<file path="config.mk">
export PLATFORM = sky130hd
export DESIGN_NAME = alu_rr_scheduler
export DESIGN_NICKNAME = d
export VERILOG_FILES = /design/src/rtl/alu_rr_scheduler_pkg.sv /design/src/rtl/alu_rr_scheduler_alu.sv /design/src/rtl/alu_rr_scheduler.sv
export SDC_FILE = /design/constraint.sdc
export NUM_CORES = 1
export LEC_CHECK = 0
export ABC_AREA = 1
export BUFFER_PORTS_ARGS = -buffer_cell sky130_fd_sc_hd__buf_2
export CAP_MARGIN = 20
export CORE_ASPECT_RATIO = 0.9
export CORE_MARGIN = 2
export CORE_UTILIZATION = 50
export DETAILED_ROUTE_END_ITERATION = 8
export PLACE_DENSITY = 0.76
export SYNTH_ARGS = -nofsm -noshare
export SYNTH_HDL_FRONTEND = slang
export SYNTH_HIERARCHICAL = 1
export SYNTH_SLANG_ARGS = --single-unit
</file>
<file path="constraint.sdc">
create_clock -name clk -period 4.62 [get_ports clk]
set_input_delay 0.924 -clock clk [delete_from_list [all_inputs] [get_ports clk]]
set_output_delay 0.924 -clock clk [all_outputs]
set_load 0.01 [all_outputs]
</file>
<file path="src/rtl/alu_rr_scheduler_pkg.sv">
// ---------------------------------------------------------------------------
// alu_rr_scheduler_pkg
//   Shared definitions for the two-requester ALU scheduler: FSM state
//   encoding, requester ID constants and the round-robin pick function.
//   No ports; imported by alu_rr_scheduler.
// ---------------------------------------------------------------------------
package alu_rr_scheduler_pkg;

  // Scheduler FSM states. The fourth encoding (2'd3) is unused and is
  // steered back to IDLE by the scheduler.
  typedef enum logic [1:0] {
    IDLE = 2'd0,
    EXEC = 2'd1,
    RESP = 2'd2
  } state_t;

  // Requester IDs, as carried on the response bus.
  localparam logic REQ0 = 1'b0;
  localparam logic REQ1 = 1'b1;

  // Returns the requester to grant. When both are valid the priority
  // pointer decides; when only one is valid it wins regardless of the
  // pointer. With neither valid the result is don't-care because the
  // ready outputs are also qualified by valid.
  function automatic logic pick_grant(input logic v0,
                                      input logic v1,
                                      input logic prio);
    logic id;
    if (v0 && v1) begin
      id = prio;
    end else if (v1) begin
      id = REQ1;
    end else begin
      id = REQ0;
    end
    return id;
  endfunction

endpackage

</file>
<file path="src/rtl/alu_rr_scheduler_alu.sv">
// ---------------------------------------------------------------------------
// alu_rr_scheduler_alu
//   Purely combinational add/subtract ALU. cin doubles as the subtract
//   select: when cin=1 operand b is inverted and the carry-in adds the
//   one needed for two's-complement subtraction.
// Ports
//   a, b      in   WIDTH  operands
//   cin       in   1      0 = a+b, 1 = a-b
//   result    out  WIDTH  sum / difference modulo 2^WIDTH
//   carry     out  1      carry out of the adder (for subtract: 1 = no borrow)
//   zero      out  1      result == 0
//   overflow  out  1      signed overflow of the operation
// ---------------------------------------------------------------------------
module alu_rr_scheduler_alu #(
  parameter int WIDTH = 8
) (
  input  logic [WIDTH-1:0] a,
  input  logic [WIDTH-1:0] b,
  input  logic             cin,
  output logic [WIDTH-1:0] result,
  output logic             carry,
  output logic             zero,
  output logic             overflow
);

  logic [WIDTH-1:0] b_eff;
  logic [WIDTH:0]   sum;

  // One extra bit on the adder captures the carry out.
  always_comb begin
    b_eff    = cin ? ~b : b;
    sum      = {1'b0, a} + {1'b0, b_eff} + {{WIDTH{1'b0}}, cin};
    result   = sum[WIDTH-1:0];
    carry    = sum[WIDTH];
    zero     = (sum[WIDTH-1:0] == '0);
    // Signed overflow: both adder inputs share a sign but the result
    // sign differs from it.
    overflow = (a[WIDTH-1] == b_eff[WIDTH-1]) &&
               (sum[WIDTH-1] != a[WIDTH-1]);
  end

endmodule

</file>
<file path="src/rtl/alu_rr_scheduler.sv">
// ---------------------------------------------------------------------------
// alu_rr_scheduler
//   Shares a single add/subtract ALU between two requesters with
//   round-robin arbitration and exactly one operation in flight. Each
//   accepted op passes IDLE -> EXEC -> RESP; the result and flags are
//   registered and held on the response bus, tagged with the requester ID,
//   until the consumer takes them.
// Ports
//   clk, rst                     clock, synchronous active-high reset
//   req0_valid/sub/a/b/ready     requester 0 valid/ready handshake + op
//   req1_valid/sub/a/b/ready     requester 1, same as requester 0
//   rsp_valid, rsp_ready         response handshake
//   rsp_id                       requester that issued the returned op
//   rsp_result/carry/zero/overflow  registered ALU outputs
// ---------------------------------------------------------------------------
module alu_rr_scheduler
  import alu_rr_scheduler_pkg::*;
#(
  parameter int WIDTH = 8
) (
  input  logic             clk,
  input  logic             rst,

  input  logic             req0_valid,
  input  logic             req0_sub,
  input  logic [WIDTH-1:0] req0_a,
  input  logic [WIDTH-1:0] req0_b,
  output logic             req0_ready,

  input  logic             req1_valid,
  input  logic             req1_sub,
  input  logic [WIDTH-1:0] req1_a,
  input  logic [WIDTH-1:0] req1_b,
  output logic             req1_ready,

  output logic             rsp_valid,
  input  logic             rsp_ready,
  output logic             rsp_id,
  output logic [WIDTH-1:0] rsp_result,
  output logic             rsp_carry,
  output logic             rsp_zero,
  output logic             rsp_overflow
);

  state_t           state;
  logic             prio_ptr;

  // Operand registers hold the accepted op steady for the ALU so the
  // requesters are free to change their inputs after the handshake.
  logic             op_sub;
  logic [WIDTH-1:0] op_a;
  logic [WIDTH-1:0] op_b;
  logic             op_id;

  logic             grant_id;
  logic             accept;

  logic [WIDTH-1:0] alu_result;
  logic             alu_carry;
  logic             alu_zero;
  logic             alu_overflow;

  // Ready is combinational so a requester sees acceptance in the same
  // cycle it presents valid. It is only offered in IDLE and outside reset,
  // and grant_id selects exactly one requester, so both can never be high.
  always_comb begin
    grant_id   = pick_grant(req0_valid, req1_valid, prio_ptr);
    req0_ready = (state == IDLE) && !rst && req0_valid && (grant_id == REQ0);
    req1_ready = (state == IDLE) && !rst && req1_valid && (grant_id == REQ1);
    accept     = req0_ready || req1_ready;
  end

  alu_rr_scheduler_alu #(
    .WIDTH (WIDTH)
  ) u_alu (
    .a        (op_a),
    .b        (op_b),
    .cin      (op_sub),
    .result   (alu_result),
    .carry    (alu_carry),
    .zero     (alu_zero),
    .overflow (alu_overflow)
  );

  // Scheduler FSM. Response fields are captured once in EXEC and then left
  // untouched through RESP, which keeps them stable under back-pressure.
  // A response taken in RESP returns to IDLE without granting, so a new
  // op can only be accepted in the following cycle.
  always_ff @(posedge clk) begin
    if (rst) begin
      state        <= IDLE;
      prio_ptr     <= REQ0;
      op_sub       <= 1'b0;
      op_a         <= '0;
      op_b         <= '0;
      op_id        <= REQ0;
      rsp_valid    <= 1'b0;
      rsp_id       <= REQ0;
      rsp_result   <= '0;
      rsp_carry    <= 1'b0;
      rsp_zero     <= 1'b0;
      rsp_overflow <= 1'b0;
    end else begin
      case (state)
        IDLE: begin
          if (accept) begin
            op_sub   <= (grant_id == REQ1) ? req1_sub : req0_sub;
            op_a     <= (grant_id == REQ1) ? req1_a   : req0_a;
            op_b     <= (grant_id == REQ1) ? req1_b   : req0_b;
            op_id    <= grant_id;
            // The pointer always moves to the other requester, even when
            // it was the only one asking.
            prio_ptr <= ~grant_id;
            state    <= EXEC;
          end
        end

        EXEC: begin
          rsp_result   <= alu_result;
          rsp_carry    <= alu_carry;
          rsp_zero     <= alu_zero;
          rsp_overflow <= alu_overflow;
          rsp_id       <= op_id;
          rsp_valid    <= 1'b1;
          state        <= RESP;
        end

        RESP: begin
          if (rsp_ready) begin
            rsp_valid <= 1'b0;
            state     <= IDLE;
          end
        end

        default: begin
          state <= IDLE;
        end
      endcase
    end
  end

endmodule

</file>
* After elaboration in Yosys (flattened, before gate mapping) *
Index checks and enable logic that the tools add are counted.
Widths: inputs -> output; s select.

operators by class
  reduce and logical (&&, ||, !) cells = 15
  eq/ne operators = 6
  muxes and demuxes = 11
  bitwise operators = 2
  $add $sub $neg = 2

operators with widths
  cell                count
  $mux 8              3
  $add 8x8->9         1
  $add 9x1->9         1
  $logic_not 8->1     1
  $not 8->8           1
  $logic_and 1x1->1   7
  $pmux 2 s3          1
  $reduce_and 2->1    3
  $mux 1              4
  $mux 2              2
  $ne 2x2->1 const B  2
  $eq 2x1->1 const B  1
  $eq 2x2->1 const B  1
  $logic_not 2->1     1
  $pmux 1 s2          1
  $reduce_bool 2->1   1
  $eq 1x1->1          1
  $logic_not 1->1     1
  $logic_or 1x1->1    1
  $ne 1x1->1          1
  $not 1->1           1

storage, ports and cells
  logic and storage cells = 48
  register bits = 34
  input port bits = 39

* Logic depth before layout (Yosys ltp) *
Gate-level depths: netlist of the first run.

  depth in word-level cells = 7
  depth in mapped cells = 16
  mapped depth without buffers = 15

* Hierarchy *
The synthesis of the first run kept the hierarchy.

by module, submodules not included
  module                area an instance (um2)  times used  cells an instance  seq. area each (um2)
  alu_rr_scheduler      1564.0                  1           224                680.7
  alu_rr_scheduler_alu  550.5                   1           96                 0.0

* Worst setup path before layout of the first run *
OpenSTA, ideal clock, no wires.

  path type = input-to-output
  start = input port req1_valid
  end = output port req0_ready
  stages = 5
  path buffers = 2
  setup slack = 2.086 ns
  data arrival time = 1.610 ns
  data required time = 3.696 ns
  cells stage by stage = buf_6 -> nor2_4 -> nand3b_4 -> buf_8 -> nor2_1

on the way
  cells in the longest elaborated chain, start to end = 4
  elaborated cells between the ends (all ways) = 5
  those cells by class = mux: 2; bitwise: 1; reduce/logical: 2

RTL lines
  what                                                RTL line                                                RTL
  start: declaration                                  alu_rr_scheduler.sv:30                                  input logic req1_valid,
  $mux 1 / $logic_and 1x1->1 (equally long branches)  alu_rr_scheduler_pkg.sv:31, alu_rr_scheduler_pkg.sv:29
  $mux 1 *                                            alu_rr_scheduler_pkg.sv:29                              if (v0 && v1) begin
  $not 1->1 *                                         alu_rr_scheduler.sv:68                                  req0_ready = (state == IDLE) && !rst && req0_valid && (grant_id == REQ0);
  $logic_and 1x1->1 *                                 alu_rr_scheduler.sv:68
  end: declaration                                    alu_rr_scheduler.sv:28                                  output logic req0_ready,

Every way passes the cells marked *; elsewhere a longest branch is shown, timed or not.

* Worst setup path in the final report of the first run *
  start = input port rst
  end = output port req0_ready

on the way
  cells in the longest elaborated chain, start to end = 4

RTL lines
  what                             RTL line                RTL
  start: declaration               alu_rr_scheduler.sv:22  input logic rst,
  $logic_not 1->1                  alu_rr_scheduler.sv:68
  $logic_and 1x1->1 (3 in series)  alu_rr_scheduler.sv:68

No other way between the ends.

==> results of run 1 <==
[cells in the final DEF (no fill, tap or decap), types with 6 or more instances in the layout]
| master | synthesis | routed |
|---|---|---|
| buf_2 | 4 | 53 |
| clkbuf_8 | 0 | 6 |
| dfxtp_1 | 34 | 34 |
| ha_1 | 7 | 7 |
| inv_1 | 50 | 50 |
| nand2_1 | 90 | 90 |
| nand3_1 | 43 | 43 |
| nor2_1 | 34 | 34 |
| o21ai_0 | 12 | 12 |
| xor2_1 | 6 | 6 |
[routing by layer]
layer	GRT usage	up-vias	part of all wire
met2	0.340	46	0.46
met1	0.248	869	0.48
li1	-	1086	-
met4	0.0718	0	0.014
met3	0.0644	5	0.044
met5	0	-	0
[power groups by stage]
stage | logic [mW] | registers, mW | clock network, mW
after floorplan | 0.256 | 0.363 | 0
after global placement | 0.316 | 0.365 | 0
after detailed placement | 0.324 | 0.366 | 0
after CTS | 0.328 | 0.360 | 0.284
after global routing | 0.382 | 0.364 | 0.297
final | 0.326 | 0.360 | 0.277
[area by class of cell]
class / count / area, um2 / share of cell area
repair buffers: 53 / 265 / 0.108
inverters: 53 / 201 / 0.0816
multi-input cells: 222 / 1150 / 0.465
well taps: 48 / 60.1 / 0.0243
clock inverters: 1 / 30.0 / 0.0122
clock buffers: 6 / 82.6 / 0.0335
flip-flops and latches: 34 / 681 / 0.276
[worst paths after layout]
check	startpoint	depth (start not counted)	endpoint
hold / removal	op_id	2	op_id
setup reg to reg	op_sub	13	rsp_zero
hold reg to reg	op_id	2	op_id
setup / recovery	rst	5	req0_ready
[flip-flops by register name (all words and copies together), names as in the netlist]
signal	flops
prio_ptr	1
rsp_id	1
op_id	1
op_b	8
rsp_result	8
rsp_zero	1
op_sub	1
rsp_carry	1
rsp_overflow	1
op_a	8
rsp_valid	1
state	2
[through the flow]
stage | worst slack, ns | area, um2 | hold WS [ns]
detailed placement | 1.66 | 2350 | 0.468
global route | 1.52 | 2470 | 0.507
CTS | 1.65 | 2470 | 0.478
finish | 1.67 | 2470 | 0.472
global placement | 1.66 | 2350 | 0.466
floorplan | 2.09 | 2110 | 0.440
[critical path, stage by stage]
cell and delay [ns]:
buf_2 0.12, inv_2 0.37, nand3b_4 0.30, nor2_1 0.16, buf_2 0.14
[cells by family after synthesis]
| family | after synthesis | share of synthesized area |
|---|---|---|
| AO/OA/AOI/OAI | 22 | 0.0580 |
| XOR/XNOR | 7 | 0.0290 |
| adder cells (fa/ha/maj) | 8 | 0.0509 |
| buffers and inverters | 64 | 0.136 |
| flip-flops | 34 | 0.322 |
| AND/OR/NAND/NOR | 185 | 0.405 |
==> impl_metrics.yaml, run 1 <==
drt:
  avgRoutedWirePerCell_um: 10.4
  avgViaCountPerCell: 4.81
  dr.pass1.iters: 4
  postRouteAntennaNets: 0
  drc: 0
  vias: 2006
  drt-total-wl_um: 4330
  drt_iter0_markers: 70
sta:
  finalCriticalPeriod_ns: 2.95
  fmax_mhz: 339
  finalSetupViolCount: 0
  tightest_slew_ns: 0.538
  maxSlewHeadroom: 0.641
  fin_skew_ns: 0.00300
  hold_viol_final: 0
  slew_violations: 0
  finalCritPeriodShare: 0.639
  setup_tns_ns: 0
  rsz0062_at_grt: "false"
grt:
  grt_pass1_vias: 1858
  grt_max_degree: 33
  antenna_found_initial: 0
  grt_pass1_wl_um: 7600
  grt_overflow_total: 0
  track_usage: 0.205
clock_network:
  cts_tree: "yes"
  htree_levels: 2
  clk_latency_ns: 0.28
  ctsHoldBuffers: 0
  clkTransAtPathRegs_ns: 0.07
  root_buffer: "clkbuf_8"
  clk_path_buf_depth: 2
  cts_resized: 0
  cts_setup_buffers: 0
  cts.sinks: 34
  numCtsBuffers: 5
yosys:
  synth_top_area_cell: "dfxtp_1"
  synthTopCellsByArea: "dfxtp_1 32%, nand2_1 16%, nand3_1 10%"
  ys_ff_latch: 34
  synthCells: 320
  synth_nets: 367
  yosysWarnings: 6
  synth_area_mm2: 0.00211
  yosysMostFrequentCell: "nand2_1"
  synth_async_sr_flop_share: 0
  synth_flop_cell: "dfxtp_1"
  synth-seq-area-share: 0.322
  ys_top_cells_by_count: "90 x nand2_1, 50 x inv_1, 43 x nand3_1, 34 x dfxtp_1, 34 x nor2_1"
  synth_cell_types: 33
  synth-edff-count: 0
  syn_area_per_cell_um2: 6.61
  synth_top_area_frac: 0.322
placed_design:
  placed_cells: 410
  gp_congestion: 0.822
  io_buffers: 53
  dp_hpwl_um: 3370
power:
  power.total_mw: 0.963
  p_per_area_mw_per_mm2: 390
  ir_drop_mv: 0.178
  combPwrFrac: 0.338
  pwr-share-seq: 0.374
  p_leak_nw: 1.48
  internal-power_mw: 0.632
  p_sw_frac: 0.344
  pwr-share-clk: 0.288
  power.switching_mw: 0.331
die:
  die_area_mm2: 0.00477
  start_util: 0.519
  dieWidth_um: 72.6
  die_h_um: 65.7
  core.rowCount: 22
  design.core.area_mm2: 0.00407
  ios: 54
critical_path:
  cp.arrival_ns: 2.03
  required_ns: 3.70
  crit_path_end_kind: "output port"
  crit_fanout: 32
  r2r_slack_ns: 2.36
  crit_path_start_kind: "input port"
  crit_type: "input port to output port"
final_layout:
  final_nets: 416
  synthToLayoutAreaGrowth_pct: 16.7
  final_layout_size_suffix_gt1_frac: 0.214
  utilization: 0.606
  nFillCells: 406
  diodes: 0
  final_cells: 417
min_path:
  hold_path_class: "flip-flop to flip-flop"
run:
  drv_cap: 0
run_status:
  status: "finished, final reports clean"
Power figures use the tool's default switching activity.
==> run 2, diff against run 1 <==
--- a/config.mk
+++ b/config.mk
@@ -10,7 +10,7 @@
 export CAP_MARGIN = 20
 export CORE_ASPECT_RATIO = 0.9
 export CORE_MARGIN = 2
-export CORE_UTILIZATION = 50
+export CORE_UTILIZATION = 48
 export DETAILED_ROUTE_END_ITERATION = 8
 export PLACE_DENSITY = 0.76
 export SYNTH_ARGS = -nofsm -noshare
==> constraint.sdc (replaced) <==
create_clock -name clk -period 2.5 [get_ports clk]
set_input_delay 0.5 -clock clk [delete_from_list [all_inputs] [get_ports clk]]
set_output_delay 0.5 -clock clk [all_outputs]
set_load 0.01 [all_outputs]
==> run 2 against run 1 <==
- sequential power grew 85%
- setup slack got worse by 1.4 ns
- first-iteration DRC count grew 34%
- critical path depth is 10 higher
- core utilization fell by 1.5 points
- via count is 2.0% lower
- total power rose by 70%
- count of clock-buffer cells in the layout decreased by 1
- die area rose by 3.9%
- final cell count increased by 3.1%
- routed wire length fell by 2.4%
- critical path type is now flip-flop to flip-flop
==> impl_metrics.yaml, run 2 (same netlist as run 1, synthesis figures left out) <==
placed_design:
  gp_congestion: 0.906
  io_buffers: 53
  dp_hpwl_um: 3390
  place_ws_ns: 0.301
  placed_cell_area_mm2: 0.00238
final_layout:
  synthToLayoutAreaGrowth_pct: 16.2
  layout_commonest_cell: "nand2_1"
  layout_common_cells: "90 x nand2_1, 53 x buf_2, 50 x inv_1"
  final_layout_size_suffix_gt1_frac: 0.216
  seq_area_um2: 681
  multiInputGateArea_mm2: 0.00115
  nFillCells: 412
  final_area_mm2: 0.00246
  utilization: 0.591
  final_nets: 417
  diodes: 0
  reg_top3: "op_a x8, op_b x8, rsp_result x8"
drt:
  avgRoutedWirePerCell_um: 9.84
  drc: 0
  top_layer_used: "met4"
  vias: 1965
  drt_iter0_markers: 94
  met2_length_um: 1900
  drt-total-wl_um: 4230
  avgViaCountPerCell: 4.57
  dr.pass1.iters: 4
  postRouteAntennaNets: 0
  wl_met3_um: 208
  wirelength_met1_um: 2070
die:
  design.core.area_mm2: 0.00416
  start_util: 0.509
  core.rowCount: 22
  dieWidth_um: 74.0
  die_h_um: 67.0
  ios: 54
  die_area_mm2: 0.00495
grt:
  grt_overflow_total: 0
  grt_pass1_vias: 1826
  grt_pass1_wl_um: 7370
  antenna_found_initial: 0
  track_usage: 0.191
  grt_max_degree: 25
sta:
  rsz0062_at_grt: "false"
  tightest_slew_ns: 0.514
  fin_skew_ns: 0.00260
  finalCritPeriodShare: 0.887
  setup_tns_ns: 0
  finalSetupViolCount: 0
  hold_viol_final: 0
  slew_violations: 0
  post-route-worst-setup-slack_ns: 0.282
  fmax_mhz: 451
  finalCriticalPeriod_ns: 2.22
  maxSlewHeadroom: 0.657
critical_path:
  rr_worst_depth: 15
  cp.buffers_inverters: 3
  slowest_delay_ns: 0.64
  cpLargestDelayFamily: "simple AND/OR/NAND/NOR gates"
  cp.arrival_ns: 2.44
  crit_fanout: 9
  critical_path.slowest_cell: "dfxtp_1"
  required_ns: 2.72
  cp_cell_sequence: "inv_4 > o21ai_2 > inv_1 > fa_1 > inv_1 > nand3_1 > nand2_1 > nand2_1 > nand2_1 > nand2_1 > nand2_1 > nand3_1 > nor2_2 > nor2_1 > nor2_1"
  crit_path_end_kind: "flip-flop"
  crit_type: "flip-flop to flip-flop"
  cpMostUsedCell: "nand2_1"
  cp.depth: 15
  crit_path_start_kind: "flip-flop"
run:
  drv_cap: 0
power:
  p_sw_frac: 0.367
  p_per_area_mw_per_mm2: 666
  power.switching_mw: 0.601
  internal-power_mw: 1.04
  ir_drop_mv: 0.262
  power.total_mw: 1.64
  combPwrFrac: 0.365
  p_leak_nw: 1.47
  pwr-share-seq: 0.407
  pwr-share-clk: 0.228
clock_network:
  htree_levels: 2
  clkTransAtPathRegs_ns: 0.06
  numCtsBuffers: 5
  clk_latency_ns: 0.29
  ctsHoldBuffers: 0
  root_buffer: "clkbuf_8"
  cts.sinks: 34
  cts_setup_buffers: 0
  cts_resized: 0
  clk_path_buf_depth: 2
  cts_tree: "yes"
min_path:
  hold_path_class: "input port to flip-flop"
  hold_depth: 2
run_status:
  status: "finished, final reports clean"
run 2: cell types whose count changed in the layout (fill, tap and decap cells not counted):
| cell | before | now |
|---|---|---|
| bufinv_16 | 1 | 0 |
| clkinv_2 | 0 | 2 |
| buf_4 | 0 | 1 |
| clkbuf_8 | 6 | 5 |
run 2: power by group through the flow:
| stage | logic, mW | registers, mW | clock network [mW] |
|---|---|---|---|
| 3_5_place_dp | 0.600 | 0.678 | 0 |
| 5_1_grt | 0.701 | 0.675 | 0.402 |
| 2_1_floorplan | 0.472 | 0.672 | 0 |
| 6_report | 0.598 | 0.666 | 0.373 |
| 4_1_cts | 0.602 | 0.667 | 0.382 |
| 3_3_place_gp | 0.589 | 0.676 | 0 |
run 2: layer usage:
layer	up-vias	global-route usage
met4	0	0.0818
met3	6	0.0439
met1	833	0.233
met2	44	0.319
met5	-	0
li1	1082	-
run 2: final timing paths:
path,slack (ns),endpoint,startpoint
worst min register to register,0.48,op_id,op_id
worst max-delay path,0.28,rsp_zero,op_sub
worst min-delay path,0.45,state[1],rst
worst max register to register,0.28,rsp_zero,op_sub
run 2: stage by stage:
step / hold slack, ns / std cells
final: 0.448 / 430
after global routing: 0.451 / 430
after CTS: 0.449 / 430
after detailed placement: 0.464 / 423
after global placement: 0.455 / 423
after floorplan: 0.440 / 320
run 2: final cells by class:
class | instances | area share
Clock inverter | 2 | 0.00408
Timing Repair Buffer | 54 | 0.111
Multi-Input combinational cell | 222 | 0.467
Inverter | 53 | 0.0820
Tap cell | 60 | 0.0306
Clock buffer | 5 | 0.0280
Sequential cell | 34 | 0.277
